===== src/rtl/pipe_stage_reg.sv =====
// Two-entry in-order skid-buffer pipeline stage with halt latching and flush.
// Upstream ready is decoded from registered state only, so it never depends on out_ready.
`timescale 1ns/1ps

module pipe_stage_reg #(
    parameter int unsigned       DATA_W  = 48,
    parameter logic [DATA_W-1:0] NOP_VAL = {DATA_W{1'b0}}
) (
    input  logic              clk,
    input  logic              rst,
    input  logic              in_valid,
    output logic              in_ready,
    input  logic [DATA_W-1:0] in_data,
    input  logic              in_halt,
    output logic              out_valid,
    input  logic              out_ready,
    output logic [DATA_W-1:0] out_data,
    output logic              out_halt,
    input  logic              flush,
    output logic              halted,
    output logic [1:0]        occupancy
);

    typedef struct packed {
        logic              halt;
        logic [DATA_W-1:0] data;
    } entry_t;

    typedef enum logic [1:0] {
        S_EMPTY = 2'd0,
        S_ONE   = 2'd1,
        S_FULL  = 2'd2
    } state_t;

    localparam entry_t NOP_ENTRY = '{halt: 1'b0, data: NOP_VAL};

    state_t state_q, state_d;
    entry_t main_q, main_d;
    entry_t skid_q, skid_d;
    entry_t in_entry;
    logic   halted_q, halted_d;
    logic   ready_q, ready_d;
    logic   accept, pop;

    assign in_entry = '{halt: in_halt, data: in_data};
    assign accept   = in_valid & in_ready;
    assign pop      = out_valid & out_ready;

    // State register; reset discards stored entries and the halt latch.
    always_ff @(posedge clk) begin
        if (!rst) begin
            state_q  <= S_EMPTY;
            halted_q <= 1'b0;
            ready_q  <= 1'b1;
            main_q   <= NOP_ENTRY;
            skid_q   <= NOP_ENTRY;
        end else begin
            state_q  <= state_d;
            halted_q <= halted_d;
            ready_q  <= ready_d;
            main_q   <= main_d;
            skid_q   <= skid_d;
        end
    end

    // Next-state, storage movement and halt latch; flush overrides everything.
    always_comb begin
        state_d  = state_q;
        main_d   = main_q;
        skid_d   = skid_q;
        halted_d = halted_q;

        case (state_q)
            S_EMPTY: begin
                if (accept) begin
                    state_d = S_ONE;
                    main_d  = in_entry;
                end
            end
            S_ONE: begin
                if (accept && pop) begin
                    main_d = in_entry;
                end else if (accept) begin
                    state_d = S_FULL;
                    skid_d  = in_entry;
                end else if (pop) begin
                    state_d = S_EMPTY;
                end
            end
            S_FULL: begin
                if (pop) begin
                    state_d = S_ONE;
                    main_d  = skid_q;
                end
            end
            default: begin
                state_d = S_EMPTY;
            end
        endcase

        if (accept && in_halt) begin
            halted_d = 1'b1;
        end

        if (flush) begin
            state_d  = S_EMPTY;
            halted_d = 1'b0;
        end

        ready_d = (state_d != S_FULL) && !halted_d;
    end

    // Output decode from registered state; flush only gates upstream ready.
    always_comb begin
        in_ready  = ready_q & ~flush;
        halted    = halted_q;
        out_valid = 1'b0;
        out_data  = NOP_VAL;
        out_halt  = 1'b0;
        occupancy = 2'd0;

        case (state_q)
            S_ONE:   occupancy = 2'd1;
            S_FULL:  occupancy = 2'd2;
            default: occupancy = 2'd0;
        endcase

        if (state_q != S_EMPTY) begin
            out_valid = 1'b1;
            out_data  = main_q.data;
            out_halt  = main_q.halt;
        end
    end

endmodule


===== config.mk =====
export PLATFORM = sky130hd
export DESIGN_NAME = pipe_stage_reg
export DESIGN_NICKNAME = d
export VERILOG_FILES = /design/src/rtl/pipe_stage_reg.sv
export SDC_FILE = /design/constraint.sdc
export NUM_CORES = 1
export LEC_CHECK = 0
export BUFFER_PORTS_ARGS = -buffer_cell sky130_fd_sc_hd__buf_2
export CAP_MARGIN = 20
export CELL_PAD_IN_SITES_DETAIL_PLACEMENT = 1
export CELL_PAD_IN_SITES_GLOBAL_PLACEMENT = 1
export CORE_ASPECT_RATIO = 0.9
export CORE_MARGIN = 2
export CORE_UTILIZATION = 41
export DETAILED_ROUTE_END_ITERATION = 6
export PLACE_DENSITY = 0.85
export SLEW_MARGIN = 30
export SYNTH_ARGS = -nofsm -noshare
export SYNTH_HDL_FRONTEND = slang
export SYNTH_SLANG_ARGS = --single-unit

===== constraint.sdc =====
create_clock -name clk -period 2 [get_ports clk]
set_input_delay 0.3 -clock clk [delete_from_list [all_inputs] [get_ports clk]]
set_output_delay 0.3 -clock clk [all_outputs]
set_load 0.05 [all_outputs]

# Yosys cells after proc, flatten, opt, wreduce, memory -nomap -nowiden
# Cells that the tools add are included.
[totals]
ff_bits = 102
out_inout_bits = 54
wordCells = 44
[op_classes]
eq_ne = 6
muxes = 17
bitwise = 5
n_reduce_logical = 9
[op_table]
columns = ["operator", "n"]
rows = [
  ["49-bit 2-to-1 mux", 3],
  ["49-bit one-hot mux with 3 select lines", 1],
  ["48-bit 2-to-1 mux", 1],
  ["2-bit 2-to-1 mux", 6],
  ["2-bit inequality test, second input constant", 4],
  ["2-bit one-hot mux with 3 select lines", 1],
  ["1-bit 2-to-1 mux", 4],
  ["2-bit one-hot mux with 2 select lines", 1],
  ["4-bit AND reduction", 1],
  ["1-bit AND", 3],
  ["1-bit logical AND", 3],
  ["3-bit AND reduction", 1],
  ["3-bit nonzero test", 1],
  ["2-bit by 1-bit equality test with 1-bit output, second input constant", 1],
  ["2-bit equality test, second input constant", 1],
  ["2-bit zero test", 1],
  ["1-bit NOT", 2],
  ["2-bit nonzero test", 1],
  ["1-bit zero test", 1],
]

# Logic depth before layout (Yosys ltp)
[logic_depth]
depth_word = 10
depth_mapped = 6
depth_no_buf = 4

# Least setup slack after synthesis
# Ideal clock, no wire load.
[synth_path]
path_type = "reg-to-output"
from = "register state_q[1]"
to = "output out_data[0]"
arrival_time_ps = 1436
required_time_ps = 1700
path_slack_ps = 264
stages_incl_launch_ff = 4
cell_sequence = "dfxtp_1 -> nor2_1 -> clkbuf_1 -> nor2b_1"
[synth_via]
elab_chain_len = 2
[synth_rtl]
columns = ["element", "line", "rtl"]
rows = [
  ["start, declared", "37", "state_t state_q, state_d;"],
  ["start signal, assigned", "58", "state_q <= state_d;"],
  ["2-bit nonzero test", "128", "if (state_q != S_EMPTY) begin"],
  ["48-bit 2-to-1 mux", "128", ""],
  ["end, declared", "17", "output logic [DATA_W-1:0] out_data,"],
]
# Every way passes these cells.

# Worst setup path after layout
[layout_path]
from = "register state_q[1]"
to = "output out_data[31]"
# Same word-level chain as after synthesis.

==> results.toml <==
[clock_tree]
clockBufferDepth = 2
numCtsBuffers = 9
numClockSinks = 102
path_clk_slew_ns = 0.06
cts_max_level = 3
cts_root_buf = "clkbuf_16"
cts_tree = "done"
clkLatencyLatePin_ns = 0.34
ctsHoldBuffers = 0

[power_and_ir_drop]
power_density_nw_per_um2 = 759
p_seq_frac = 0.483
clkPwrFrac = 0.388
p_int_uw = 3330
combinationalPowerShare = 0.130
p_leak_uw = 0.00250
power.total_uw = 4470
p_switching_uw = 1130
vdd_drop_max_uv = 437
switching_share = 0.254

[grt]
antenna_found_initial = 0
overflow = 0
grt_pass1_wl_um = 24700
grt_use_total = 0.244
grt_pass1_vias = 4757
grt_start_max_net_pins = 99

[critical_path]
critPathKind = "register to primary output"
crit_buf_inv = 2
path_cells = "nor2_4 -> buf_12 -> nor2b_1 -> buf_2"
endpoint_kind = "primary output"
cp.depth = 4
worst_path_dominant_cell_family = "flip-flops"
cpPeakStageDelay_ns = 0.46
crit_slowest_cell = "dfxtp_4"
crit_required_ns = 1.70
worstPathMaxFanout = 10
reg2reg_depth = 4
crit_arrival_ns = 1.55
start_kind = "register"

[placed_design]
port_buffers = 107
placedCellCount = 756
pre_cts_ws_ns = 0.0822
gp_congestion = 0.750
post-dp-hpwl_um = 9910

[cells_and_area]
nNetsFinal = 667
insertedDiodeCount = 0
drive_gt1_frac = 0.269
finalNonFillerCells = 772
syn_to_final_growth_pct = 21.8

[timing]
finalHoldViolations = 0
worstMarginPinSlew_ns = 0.530
slew-limit-headroom = 0.646
rsz0062_at_grt = "no"
setup_tns_ns = 0
fin_crit_ns = 1.85
setup_slack_ns = 0.146
fin_crit_sh = 0.927
slew_viol_final = 0
finClkSkew_ns = 0.00345
final-setup-viol-count = 0
max_clock_freq_mhz = 539

[synthesis]
ys_seq_area_frac = 0.423
synth_cell_type_count = 27
async_flop_share = 0
ys_seq_elements = 102
syn_area_per_cell_um2 = 9.00
synth_edf_count = 0
synthCells = 537
yosysWarningCount = 0
syn-num-nets = 591
synth-main-ff-cell = "dfxtp_1"
syn_area_um2 = 4830

[die]
rows = 37
die_area_um2 = 12700
initial_core_util = 0.421
coreArea_um2 = 11500
ios = 108
die_h_um = 107
die_w_um = 118

[route]
routed_wl_um = 15300
drtPass1Iterations = 4
dr.first_iter.drc_count = 317
wl_per_cell_um = 19.8
antenna_left = 0
viasPerCell = 5.94
route.detailed.drc = 0
vias = 4586

[flow_run]
max_cap_viol_count = 0

[worst_hold_path]
hold_path_depth = 3
worstHoldPathType = "input port to register"

[status]
outcome = "complete, no violations"
==> sequential cells by signal, summed over array words and instances, names as in the netlist <==
register and count:
main_q 49, skid_q 49, state_q 2, halted 1
ready_q 1
==> power by group through the flow <==
| stage | clock network [uW] | registers, uW | logic (uW) |
|---|---|---|---|
| floorplan | 0 | 2180 | 369 |
| global placement | 0 | 2200 | 545 |
| detailed placement | 0 | 2200 | 569 |
| CTS | 1760 | 2160 | 581 |
| global route | 1830 | 2160 | 624 |
| finish | 1730 | 2160 | 579 |
==> cells in the final DEF (no fill, tap or decap) <==
cell type and instances:
buf_2 107, dfxtp_1 100, a211oi_1 88, nor2b_1 51, a21oi_1 50, mux2i_1 49, nand3_1 49, o21ai_0 46
buf_4 14, a211oi_2 10, clkbuf_16 9, buf_12 8, clkbuf_8 5, o21ai_1 3, nor2_4 2, and3b_2 2
and2_1 2, nand3b_1 2, a31oi_1 2, nor2_1 2, nand2b_4 1, inv_2 1, inv_1 1, nand2b_2 1
nor4bb_4 1, a21o_2 1, clkinv_2 1, o21bai_1 1, nor3b_4 1, nand2_1 1, nand2b_1 1, or3b_1 1
a21o_1 1, dfxtp_2 1, dfxtp_4 1
==> path summary, 6_finish.rpt <==
kind | startpoint | end | slack [ns]
hold / removal | in_data[30] | skid_q[30]$_SDFFE_PN0P_ | 0.21
setup reg to reg | ready_q$_SDFF_PN1_ | main_q[16]$_SDFFE_PN0P_ | 0.25
setup / recovery | state_q[1]$_SDFF_PN0_ | out_data[31] | 0.15
hold reg to reg | skid_q[20]$_SDFFE_PN0P_ | skid_q[20]$_SDFFE_PN0P_ | 0.48
==> metal layers <==
layer	vias up	routed length (um)	global-route usage
met5	-	0	0
met4	0	189	0.0663
met3	17	805	0.0473
met2	133	7890	0.435
met1	2315	6400	0.303
li1	2121	-	-
==> area by class of cell <==
type	instances	area [um2]
clock buffers	14	294
fillers	1377	5600
flip-flops and latches	102	2050
inverters	3	12.5
multi-input cells	368	2530
repair buffers	129	801
well taps	156	195
==> Yosys cell counts, types with 3 or more instances <==
cell type | count | area share
o21ai_0 | 46 | 0.048
nand2b_1 | 3 | 0.0039
mux2i_1 | 49 | 0.10
a211oi_2 | 10 | 0.026
nand3_1 | 49 | 0.051
buf_6 | 3 | 0.0070
buf_2 | 23 | 0.024
nor2b_1 | 51 | 0.066
o21ai_1 | 3 | 0.0031
clkbuf_1 | 37 | 0.029
a21oi_1 | 50 | 0.052
nor2_1 | 3 | 0.0023
dfxtp_1 | 102 | 0.42
a211oi_1 | 88 | 0.14
==> logic make-up (layout without fill, tap and decap cells) <==
logic type,Yosys count,after routing,synth area share
simple gates,116,117,0.140
mux,49,49,0.102
compound gates,202,202,0.272
flops,102,102,0.423
buf+inv,68,146,0.0640
==> worst register-to-register path, stage by stage, from the launching register on <==
cell and delay (ns):
dfxtp_1 0.41, nor4bb_4 0.37, buf_4 0.37, a211oi_1 0.17, a211oi_1 0.31
==> through the flow <==
step | hold WS, ns | util | cell area [um2]
floorplan | 0.448 | - | 4830
finish | 0.215 | 0.513 | 5880
global placement | 0.459 | 0.484 | 5550
detailed placement | 0.469 | 0.484 | 5550
global route | 0.228 | 0.513 | 5880
CTS | 0.212 | 0.512 | 5880
==> what timing repair did <==
item                                   CTS  global route
buffers inserted                         1             0
setup endpoints to repair               51            16
cloned                                   1             0
pin swaps                                1             0
endpoints found under the hold margin    0             0
resized for setup                        1             3
Note: power is estimated with default switching activity, not from simulation.
